## src/rtl/tcp_pkg.sv

```systemverilog
// Shared types for the TCP RX pointer protocol: flit layout, message types and field widths.
// NoC widths mirror the platform NoC defines.
package tcp_pkg;

    localparam int unsigned NOC_DATA_WIDTH   = 128;
    localparam int unsigned XY_WIDTH         = 8;
    localparam int unsigned FLOWID_W         = 8;
    localparam int unsigned RX_PAYLOAD_PTR_W = 16;

    // Zero is left unused so an idle bus never decodes as a valid message.
    typedef enum logic [1:0] {
        RX_PTR_REQ  = 2'd1,
        RX_PTR_RESP = 2'd2,
        RX_PTR_ADJ  = 2'd3
    } tcp_rx_msg_e;

    typedef struct packed {
        logic [XY_WIDTH-1:0]         dst_x;
        logic [XY_WIDTH-1:0]         dst_y;
        logic [XY_WIDTH-1:0]         src_x;
        logic [XY_WIDTH-1:0]         src_y;
        tcp_rx_msg_e                 msg_type;
        logic [FLOWID_W-1:0]         flowid;
        logic [RX_PAYLOAD_PTR_W-1:0] addr;
        logic [RX_PAYLOAD_PTR_W-1:0] len;
    } tcp_rx_ptr_flit;

    localparam int unsigned FLIT_W     = $bits(tcp_rx_ptr_flit);
    localparam int unsigned FLIT_PAD_W = NOC_DATA_WIDTH - FLIT_W;

endpackage

```

## src/rtl/tcp_rx_client_flit_fmt.sv

```systemverilog
// Combinational packing of outgoing REQ/ADJ flits and unpacking of incoming response flits.
module tcp_rx_client_flit_fmt import tcp_pkg::*; #(
    parameter int SRC_X = -1,
    parameter int SRC_Y = -1,
    parameter int DST_X = -1,
    parameter int DST_Y = -1
) (
    input  logic                        tx_en_i,
    input  logic [1:0]                  tx_type_i,
    input  logic [FLOWID_W-1:0]         tx_flowid_i,
    input  logic [RX_PAYLOAD_PTR_W-1:0] tx_len_i,
    output logic [NOC_DATA_WIDTH-1:0]   tx_data_o,
    input  logic [NOC_DATA_WIDTH-1:0]   rx_data_i,
    output logic                        rx_is_resp_o,
    output logic [FLOWID_W-1:0]         rx_flowid_o,
    output logic [RX_PAYLOAD_PTR_W-1:0] rx_addr_o,
    output logic [RX_PAYLOAD_PTR_W-1:0] rx_len_o
);

    tcp_rx_ptr_flit tx_flit;
    tcp_rx_ptr_flit rx_flit;
    logic           unused_rx;

    always_comb begin
        tx_flit          = '0;
        tx_flit.dst_x    = XY_WIDTH'(DST_X);
        tx_flit.dst_y    = XY_WIDTH'(DST_Y);
        tx_flit.src_x    = XY_WIDTH'(SRC_X);
        tx_flit.src_y    = XY_WIDTH'(SRC_Y);
        tx_flit.msg_type = tcp_rx_msg_e'(tx_type_i);
        tx_flit.flowid   = tx_flowid_i;
        tx_flit.addr     = '0;
        tx_flit.len      = tx_len_i;
    end

    // Bus reads as zero whenever no flit is being offered.
    assign tx_data_o = tx_en_i ? {{FLIT_PAD_W{1'b0}}, tx_flit} : '0;

    assign rx_flit      = tcp_rx_ptr_flit'(rx_data_i[FLIT_W-1:0]);
    assign rx_is_resp_o = (rx_flit.msg_type == RX_PTR_RESP);
    assign rx_flowid_o  = rx_flit.flowid;
    assign rx_addr_o    = rx_flit.addr;
    assign rx_len_o     = rx_flit.len;

    assign unused_rx = ^{rx_data_i[NOC_DATA_WIDTH-1:FLIT_W], rx_flit.dst_x, rx_flit.dst_y,
                         rx_flit.src_x, rx_flit.src_y};

endmodule

```

## src/rtl/tcp_rx_app_client.sv

```systemverilog
// Application-side client for the TCP RX pointer protocol; one request outstanding at a time.
// Optional zero-length-grant retry with backoff is enabled by defining TCP_RX_CLIENT_RETRY_EN.
module tcp_rx_app_client import tcp_pkg::*; #(
    parameter int          SRC_X       = -1,
    parameter int          SRC_Y       = -1,
    parameter int          DST_X       = -1,
    parameter int          DST_Y       = -1,
    parameter int unsigned RETRY_DELAY = 16
) (
    input  logic                        clk,
    input  logic                        rst,
    input  logic                        app_req_val,
    output logic                        app_req_rdy,
    input  logic [FLOWID_W-1:0]         app_req_flowid,
    input  logic [RX_PAYLOAD_PTR_W-1:0] app_req_len,
    output logic                        app_resp_val,
    input  logic                        app_resp_rdy,
    output logic [FLOWID_W-1:0]         app_resp_flowid,
    output logic [RX_PAYLOAD_PTR_W-1:0] app_resp_addr,
    output logic [RX_PAYLOAD_PTR_W-1:0] app_resp_len,
    input  logic                        app_done_val,
    output logic                        app_done_rdy,
    input  logic [FLOWID_W-1:0]         app_done_flowid,
    input  logic [RX_PAYLOAD_PTR_W-1:0] app_done_len,
    output logic                        client_noc_val,
    input  logic                        noc_client_rdy,
    output logic [NOC_DATA_WIDTH-1:0]   client_noc_data,
    input  logic                        noc_client_val,
    output logic                        client_noc_rdy,
    input  logic [NOC_DATA_WIDTH-1:0]   noc_client_data,
    output logic                        client_err
);

`ifdef TCP_RX_CLIENT_RETRY_EN
    typedef enum logic [2:0] {
        StIdle = 3'd0, StSendReq = 3'd1, StWaitResp = 3'd2, StRespOut = 3'd3, StSendAdj = 3'd4,
        StBackoff = 3'd5
    } state_e;
    localparam int unsigned CntW = (RETRY_DELAY > 1) ? $clog2(RETRY_DELAY) : 1;
    localparam logic [CntW-1:0] CntLast = CntW'(RETRY_DELAY - 1);
    logic [CntW-1:0] cnt_q, cnt_d;
`else
    typedef enum logic [2:0] {
        StIdle = 3'd0, StSendReq = 3'd1, StWaitResp = 3'd2, StRespOut = 3'd3, StSendAdj = 3'd4
    } state_e;
    localparam int unsigned unused_retry_delay = RETRY_DELAY;
`endif

    state_e                      state_q, state_d;
    logic [FLOWID_W-1:0]         flowid_q, flowid_d;
    logic [RX_PAYLOAD_PTR_W-1:0] len_q, len_d;
    logic [RX_PAYLOAD_PTR_W-1:0] addr_q, addr_d;
    logic [RX_PAYLOAD_PTR_W-1:0] grant_len_q, grant_len_d;
    logic                        err_q, err_d;

    logic                        tx_en;
    logic [1:0]                  tx_type;
    logic                        rx_is_resp;
    logic [FLOWID_W-1:0]         rx_flowid;
    logic [RX_PAYLOAD_PTR_W-1:0] rx_addr;
    logic [RX_PAYLOAD_PTR_W-1:0] rx_len;
    logic                        resp_match;

    tcp_rx_client_flit_fmt #(
        .SRC_X(SRC_X),
        .SRC_Y(SRC_Y),
        .DST_X(DST_X),
        .DST_Y(DST_Y)
    ) u_flit_fmt (
        .tx_en_i     (tx_en),
        .tx_type_i   (tx_type),
        .tx_flowid_i (flowid_q),
        .tx_len_i    (len_q),
        .tx_data_o   (client_noc_data),
        .rx_data_i   (noc_client_data),
        .rx_is_resp_o(rx_is_resp),
        .rx_flowid_o (rx_flowid),
        .rx_addr_o   (rx_addr),
        .rx_len_o    (rx_len)
    );

    assign resp_match = noc_client_val && rx_is_resp && (rx_flowid == flowid_q);

    always_ff @(posedge clk or posedge rst) begin
        if (rst) begin
            state_q <= StIdle;
        end else begin
            state_q <= state_d;
        end
    end

    always_comb begin
        state_d = state_q;
        case (state_q)
            StIdle: begin
                if (app_done_val) begin
                    state_d = StSendAdj;
                end else if (app_req_val) begin
                    state_d = StSendReq;
                end
            end
            StSendReq:  if (noc_client_rdy) state_d = StWaitResp;
            StWaitResp: begin
                if (resp_match) begin
`ifdef TCP_RX_CLIENT_RETRY_EN
                    state_d = (rx_len == '0) ? StBackoff : StRespOut;
`else
                    state_d = StRespOut;
`endif
                end
            end
            StRespOut:  if (app_resp_rdy) state_d = StIdle;
            StSendAdj:  if (noc_client_rdy) state_d = StIdle;
`ifdef TCP_RX_CLIENT_RETRY_EN
            StBackoff:  if (cnt_q == CntLast) state_d = StSendReq;
`endif
            default:    state_d = StIdle;
        endcase
    end

    always_comb begin
        app_req_rdy    = 1'b0;
        app_done_rdy   = 1'b0;
        app_resp_val   = 1'b0;
        client_noc_val = 1'b0;
        client_noc_rdy = 1'b1;
        tx_type        = RX_PTR_REQ;
        case (state_q)
            StIdle: begin
                app_done_rdy = 1'b1;
                app_req_rdy  = !app_done_val;
            end
            StSendReq:  client_noc_val = 1'b1;
            StRespOut: begin
                app_resp_val   = 1'b1;
                client_noc_rdy = 1'b0;
            end
            StSendAdj: begin
                client_noc_val = 1'b1;
                tx_type        = RX_PTR_ADJ;
            end
            default: ;
        endcase
    end

    assign tx_en = client_noc_val;

    // Datapath: latch request/done fields in IDLE, grant fields on a matching response.
    always_comb begin
        flowid_d    = flowid_q;
        len_d       = len_q;
        addr_d      = addr_q;
        grant_len_d = grant_len_q;
        err_d       = err_q;
        if (state_q == StIdle && app_done_val) begin
            flowid_d = app_done_flowid;
            len_d    = app_done_len;
        end else if (state_q == StIdle && app_req_val) begin
            flowid_d = app_req_flowid;
            len_d    = app_req_len;
        end
        if (state_q == StWaitResp && resp_match) begin
            addr_d      = rx_addr;
            grant_len_d = (rx_len < len_q) ? rx_len : len_q;
        end
        if (state_q == StWaitResp && noc_client_val && !resp_match) begin
            err_d = 1'b1;
        end
    end

    always_ff @(posedge clk or posedge rst) begin
        if (rst) begin
            flowid_q    <= '0;
            len_q       <= '0;
            addr_q      <= '0;
            grant_len_q <= '0;
            err_q       <= 1'b0;
        end else begin
            flowid_q    <= flowid_d;
            len_q       <= len_d;
            addr_q      <= addr_d;
            grant_len_q <= grant_len_d;
            err_q       <= err_d;
        end
    end

`ifdef TCP_RX_CLIENT_RETRY_EN
    assign cnt_d = (state_q == StBackoff) ? CntW'(cnt_q + 1'b1) : '0;

    always_ff @(posedge clk or posedge rst) begin
        if (rst) begin
            cnt_q <= '0;
        end else begin
            cnt_q <= cnt_d;
        end
    end
`endif

    assign app_resp_flowid = flowid_q;
    assign app_resp_addr   = addr_q;
    assign app_resp_len    = grant_len_q;
    assign client_err      = err_q;

endmodule

```

## config.mk

```make
export PLATFORM = sky130hd
export DESIGN_NAME = tcp_rx_app_client
export DESIGN_NICKNAME = d
export VERILOG_FILES = /design/src/rtl/tcp_pkg.sv /design/src/rtl/tcp_rx_client_flit_fmt.sv /design/src/rtl/tcp_rx_app_client.sv
export SDC_FILE = /design/constraint.sdc
export NUM_CORES = 1
export LEC_CHECK = 0
export BUFFER_PORTS_ARGS = -buffer_cell sky130_fd_sc_hd__buf_2
export CAP_MARGIN = 20
export CORE_AREA = 2 2 137 139
export CTS_CLUSTER_SIZE = 14
export DETAILED_ROUTE_END_ITERATION = 8
export DIE_AREA = 0 0 139 141
export PLACE_DENSITY = 0.62
export SLEW_MARGIN = 10
export SYNTH_ARGS = -nofsm -noshare
export SYNTH_HDL_FRONTEND = slang
export SYNTH_SLANG_ARGS = --single-unit
```

## constraint.sdc

```tcl
create_clock -name clk -period 2.5 [get_ports clk]
set_clock_uncertainty 0.1 [all_clocks]
set_input_delay 0.125 -clock clk [delete_from_list [all_inputs] [get_ports clk]]
set_output_delay 0.125 -clock clk [all_outputs]
set_load 0.03 [all_outputs]
```

* Word-level counts from Yosys, hierarchy flattened
Index checks and enable logic that the tools add are counted.
** Word-level totals
- Register bits after elaboration :: 60
- Output and inout bits :: 174
- Word-level logic and storage cells :: 50
** Operators by class
- Magnitude comparators :: 1
- Equal/unequal tests :: 11
- Multiplexer cells :: 19
- Reduce and logical (&&, ||, !) cells :: 13
** Operators with widths (count)
- $mux 74 :: 1
- $mux 16 :: 3
- $mux 3 :: 6
- $lt 16x16->1 :: 1
- $mux 8 :: 2
- $pmux 3 s5 :: 1
- $eq 8x8->1 :: 1
- $ne 2x2->1 const B :: 4
- $logic_and 1x1->1 :: 7
- $eq 3x2->1 const B :: 2
- $mux 1 :: 5
- $reduce_and 5->1 :: 1
- $eq 3x1->1 const B :: 1
- $eq 3x3->1 const B :: 1
- $logic_not 3->1 :: 1
- $ne 3x3->1 const B :: 1
- $eq 2x2->1 const B :: 1
- $logic_not 1->1 :: 2
- $mux 2 :: 1
- $reduce_bool 2->1 :: 1
- $reduce_or 2->1 :: 1

* Longest topological paths before layout
- Depth in word-level cells :: 5
- Mapped depth :: 9
- Gate-level depth less buffers :: 7

* By module
A second synthesis with hierarchy kept.
** Unflattened totals
- Cell total of the unflattened synthesis :: 509
- Area total of the unflattened synthesis :: 4620.7 µm²
** By module, submodules not included
- tcp_rx_app_client :: instances 1, cells an instance 337, area each 3334.4 µm², sequential area each 1501.4 µm²
- tcp_rx_client_flit_fmt :: instances 1, cells an instance 172, area each 1286.2 µm², sequential area each 0.0 µm²

* Least setup slack after synthesis
OpenSTA, ideal clock, no wires.
- Kind :: register -> output
- Start point :: reg state_q[0]
- End point :: out client_noc_data[0]
- Data arrival time :: 2812 ps
- Path slack :: -537 ps
- Stages on the path, launching flop included :: 5
- Cells stage by stage :: dfrtp_1 -> clkbuf_1 -> xnor2_1 -> nor2_1 -> and2_1
** On the way
- Word-level cells in the longest chain between the ends :: 4
** Ends and longest elaborated chain
- start: declaration :: RTL line tcp_rx_app_client.sv:49 : state_e state_q, state_d;
- start signal: assignment :: RTL line tcp_rx_app_client.sv:86 : state_q <= StIdle;
- start signal: assignment :: RTL line tcp_rx_app_client.sv:88 : state_q <= state_d;
- $eq 3x3->1 / $eq 3x1->1 (equally long branches) :: RTL line tcp_rx_app_client.sv:128 : case (state_q)
- $reduce_or 2->1 (no source line) *
- $mux 1 * :: RTL line tcp_rx_app_client.sv:128
- via client_noc_val :: RTL line tcp_rx_app_client.sv:25 : output logic client_noc_val,
- $mux 74 * :: RTL line tcp_rx_client_flit_fmt.sv:37 : assign tx_data_o = tx_en_i ? {{FLIT_PAD_W{1'b0}}, tx_flit} : '0;
- end: declaration :: RTL line tcp_rx_app_client.sv:27 : output logic [NOC_DATA_WIDTH-1:0] client_noc_data,
The timed path passes the listed nets; every way through them passes the cells marked *.

* Final worst setup path
- Start point :: reg len_q[15]
- End point :: reg grant_len_q[9] (netlist: app_resp_len[9])
** On the way
- Word-level cells in the longest chain between the ends :: 2
** Ends and longest elaborated chain
- start: declaration :: RTL line tcp_rx_app_client.sv:51 : logic [RX_PAYLOAD_PTR_W-1:0] len_q, len_d;
- start signal: assignment :: RTL line tcp_rx_app_client.sv:180 : len_q <= len_d;
- $lt 16x16->1 :: RTL line tcp_rx_app_client.sv:164 : grant_len_d = (rx_len < len_q) ? rx_len : len_q;
- $mux 16 :: RTL line tcp_rx_app_client.sv:164
- end signal: assignment :: RTL line tcp_rx_app_client.sv:182 : grant_len_q <= grant_len_d;
- end: declaration :: RTL line tcp_rx_app_client.sv:53 : logic [RX_PAYLOAD_PTR_W-1:0] grant_len_q, grant_len_d;
Every way passes these cells.
A chain may end at the register's enable or synchronous reset.

==> results.ini <==
[route]
drc = 0
drt_first_pass_iters = 4
first_iter_violations = 118
wirelength_um = 12900
dr_total_vias = 3897
viasPerCell = 4.16
antenna_left = 0
wl_per_cell_um = 13.8

[final_layout]
final_area_um2 = 5890
final_cell_count_no_fill = 936
final_cell_mix = buf_2, conb_1, dfrtp_1, dlygate4sd3_1, nand2_1
antenna_cells = 0
layout_commonest_cell = buf_2
multi_input_area_um2 = 1980
areaGrowthSynthToFinish_pct = 39.0
n_fill_cell = 1915
final-seq-area_um2 = 1500
nets = 895
drive_gt1_frac = 0.360

[worst_setup_path]
crit_start = len_q[15]$_DFFE_PP0P_
critical_path_cell_count = 8
endpoint = app_resp_len[9]$_DFFE_PP0P_
path_buf_inv = 2
cp_max_fo = 13
start_kind = register
path_cells = inv_1 -> ha_1 -> nand4_1 -> nor3_1 -> a32oi_2 -> and2_0 -> buf_4 -> o221ai_1
rrSetupSlack_ns = 0.25
end_kind = register
critPathKind = reg2reg
r2r_cells = 8
cp_top_family = simple AND/OR/NAND/NOR gates
cpMaxStageDelayCell = dfrtp_1
worst_path_largest_cell_delay_ns = 0.39
r2r_start = len_q[15]$_DFFE_PP0P_
crit_required_ns = 2.64
cp_data_arrival_time_ns = 2.39
r2r_end = app_resp_len[9]$_DFFE_PP0P_

[timing]
final_max_slew_viol_count = 0
finalSetupViolCount = 0
finalCriticalPeriod_ns = 2.25
hold_viol = 0
max_slew_margin = 0.551
rsz0062_at_grt = no
setup_tns_ns = 0
tightest_slew_ns = 0.673
post-route-period-util = 0.900
fmax_ghz = 0.445

[clock_tree]
clk_latency_ns = 0.33
cts_setup_buffers = 0
cts.sinks = 60
cts_tree = built
cts_buffer_depth = 2
clk_pin_slew_worst_paths_ns = 0.06
root_buffer = clkbuf_16
cts_htree_levels = 3
numCtsBuffers = 9

[floorplan]
num_rows = 50
ios = 357
die_h_um = 141
dieArea_um2 = 19600
start_util = 0.232
core_um2 = 18300
die_w_um = 139

[synthesis]
synth_flop_cell = dfrtp_1
synthesis.area_um2 = 4240
synth_cell_types = 37
synthTopCellsByArea = dfrtp_1, buf_4, and3b_1
postSynthCellCount = 479
synth_edf_count = 0
ys_ff_latch = 60
netlist.area_leader.share = 0.354
avgSynthCellArea_um2 = 8.84
async_flop_share = 1.00
synth_top_area_cell = dfrtp_1
yosysWarnings = 0
ys_seq_area_frac = 0.354

[place]
place_congestion = 0.776
dpl.hpwl_um = 9770
io_buffers = 200
dpl_cell_area_um2 = 5050
placed_cells = 869

[outcome]
status = finished clean

[power_and_ir_drop]
power_leakage_nw = 3.11
peakVddDrop_mv = 1.27
power_density_nw_per_um2 = 1250

[global_routing]
first_global_vias = 3506
antenna_found_initial = 0
grt_max_degree = 65
grt_overflow_total = 0
track_usage = 0.128
grt_pass1_wl_um = 19400

[job]
drv_cap = 0

[min_path]
hold_class = in2reg

==> Yosys cell counts (all sizes together) (10+ instances only) <==
master / count
clkbuf: 19
a21oi: 28
inv: 36
nand4: 21
nand2: 44
ha: 15
o21ai: 28
o221ai: 16
buf: 110
and3b: 23
mux2: 16
nor3: 18
and2: 10
dfrtp: 60
==> where the power goes <==
group	total, W	internal (W)	leakage, nW	switching (W)
clock network	0.00137	0.000879	0.160	0.000489
registers	0.00144	0.00120	0.710	0.000232
logic	0.00456	0.00124	2.24	0.00332
==> per-layer routing <==
layer / GRT usage / wire length [um]
met1: 0.178 / 6140
met2: 0.202 / 5970
met3: 0.0228 / 663
met4: 0.0383 / 139
met5: 0 / 0
==> through the flow <==
step,hold slack (ns),power [W],worst slack [ns],utilization
2_1_floorplan,0.160,0.00535,0.0914,-
3_3_place_gp,0.155,0.00597,0.263,0.277
3_5_place_dp,0.151,0.00600,0.208,0.277
4_1_cts,0.00554,0.00747,0.196,0.322
5_1_grt,0.0154,0.00784,0.0725,0.322
6_report,0.0104,0.00736,0.251,0.322
==> flip-flops by register name (all words and copies together) (netlist names) <==
signal           flops
client_err           1
state_q              3
app_resp_flowid      8
app_resp_addr       16
app_resp_len        16
len_q               16
==> cells by family after synthesis <==
group | synth area share
flip-flops | 0.354
AND/OR/NAND/NOR | 0.178
other | 0.000885
multiplexers | 0.0425
adder cells (fa/ha/maj) | 0.0443
buffers and inverters | 0.242
XOR/XNOR | 0.0186
AO/OA/AOI/OAI | 0.119
==> area by class of cell <==
| type | count | share of cell area |
|---|---|---|
| well taps | 234 | 0.0497 |
| repair buffers | 267 | 0.281 |
| multi-input cells | 323 | 0.336 |
| flip-flops and latches | 60 | 0.255 |
| inverters | 36 | 0.0229 |
| clock inverters | 7 | 0.0170 |
| clock buffers | 9 | 0.0382 |
==> worst min-delay path by stage <==
stage | to | start | slack [ns] | cells past startpoint
after global placement | app_resp_addr[5]$_DFFE_PP0P_ | rst | 0.16 | 2
after floorplan | app_resp_addr[0]$_DFFE_PP0P_ | noc_client_data[16] | 0.16 | 1
final | len_q[14]$_DFFE_PP0P_ | app_done_len[14] | 0.01 | 3
after detailed placement | app_resp_addr[5]$_DFFE_PP0P_ | rst | 0.15 | 2
after CTS | app_resp_flowid[0]$_DFFE_PP0P_ | app_done_flowid[0] | 0.006 | 3
after global routing | app_resp_flowid[0]$_DFFE_PP0P_ | app_done_flowid[0] | 0.02 | 3
==> tightest hold or removal path, cell delays in order <==
cell and delay (ns):
buf_2 0.08, a21oi_1 0.08, o21ai_0 0.13
==> repair_timing <==
item / CTS / global route
endpoints found under the hold margin: 73 / 0
hold buffers: 51 / 0
gates resized for setup: 0 / 0
No activity file was read; power rests on OpenSTA's default activity.
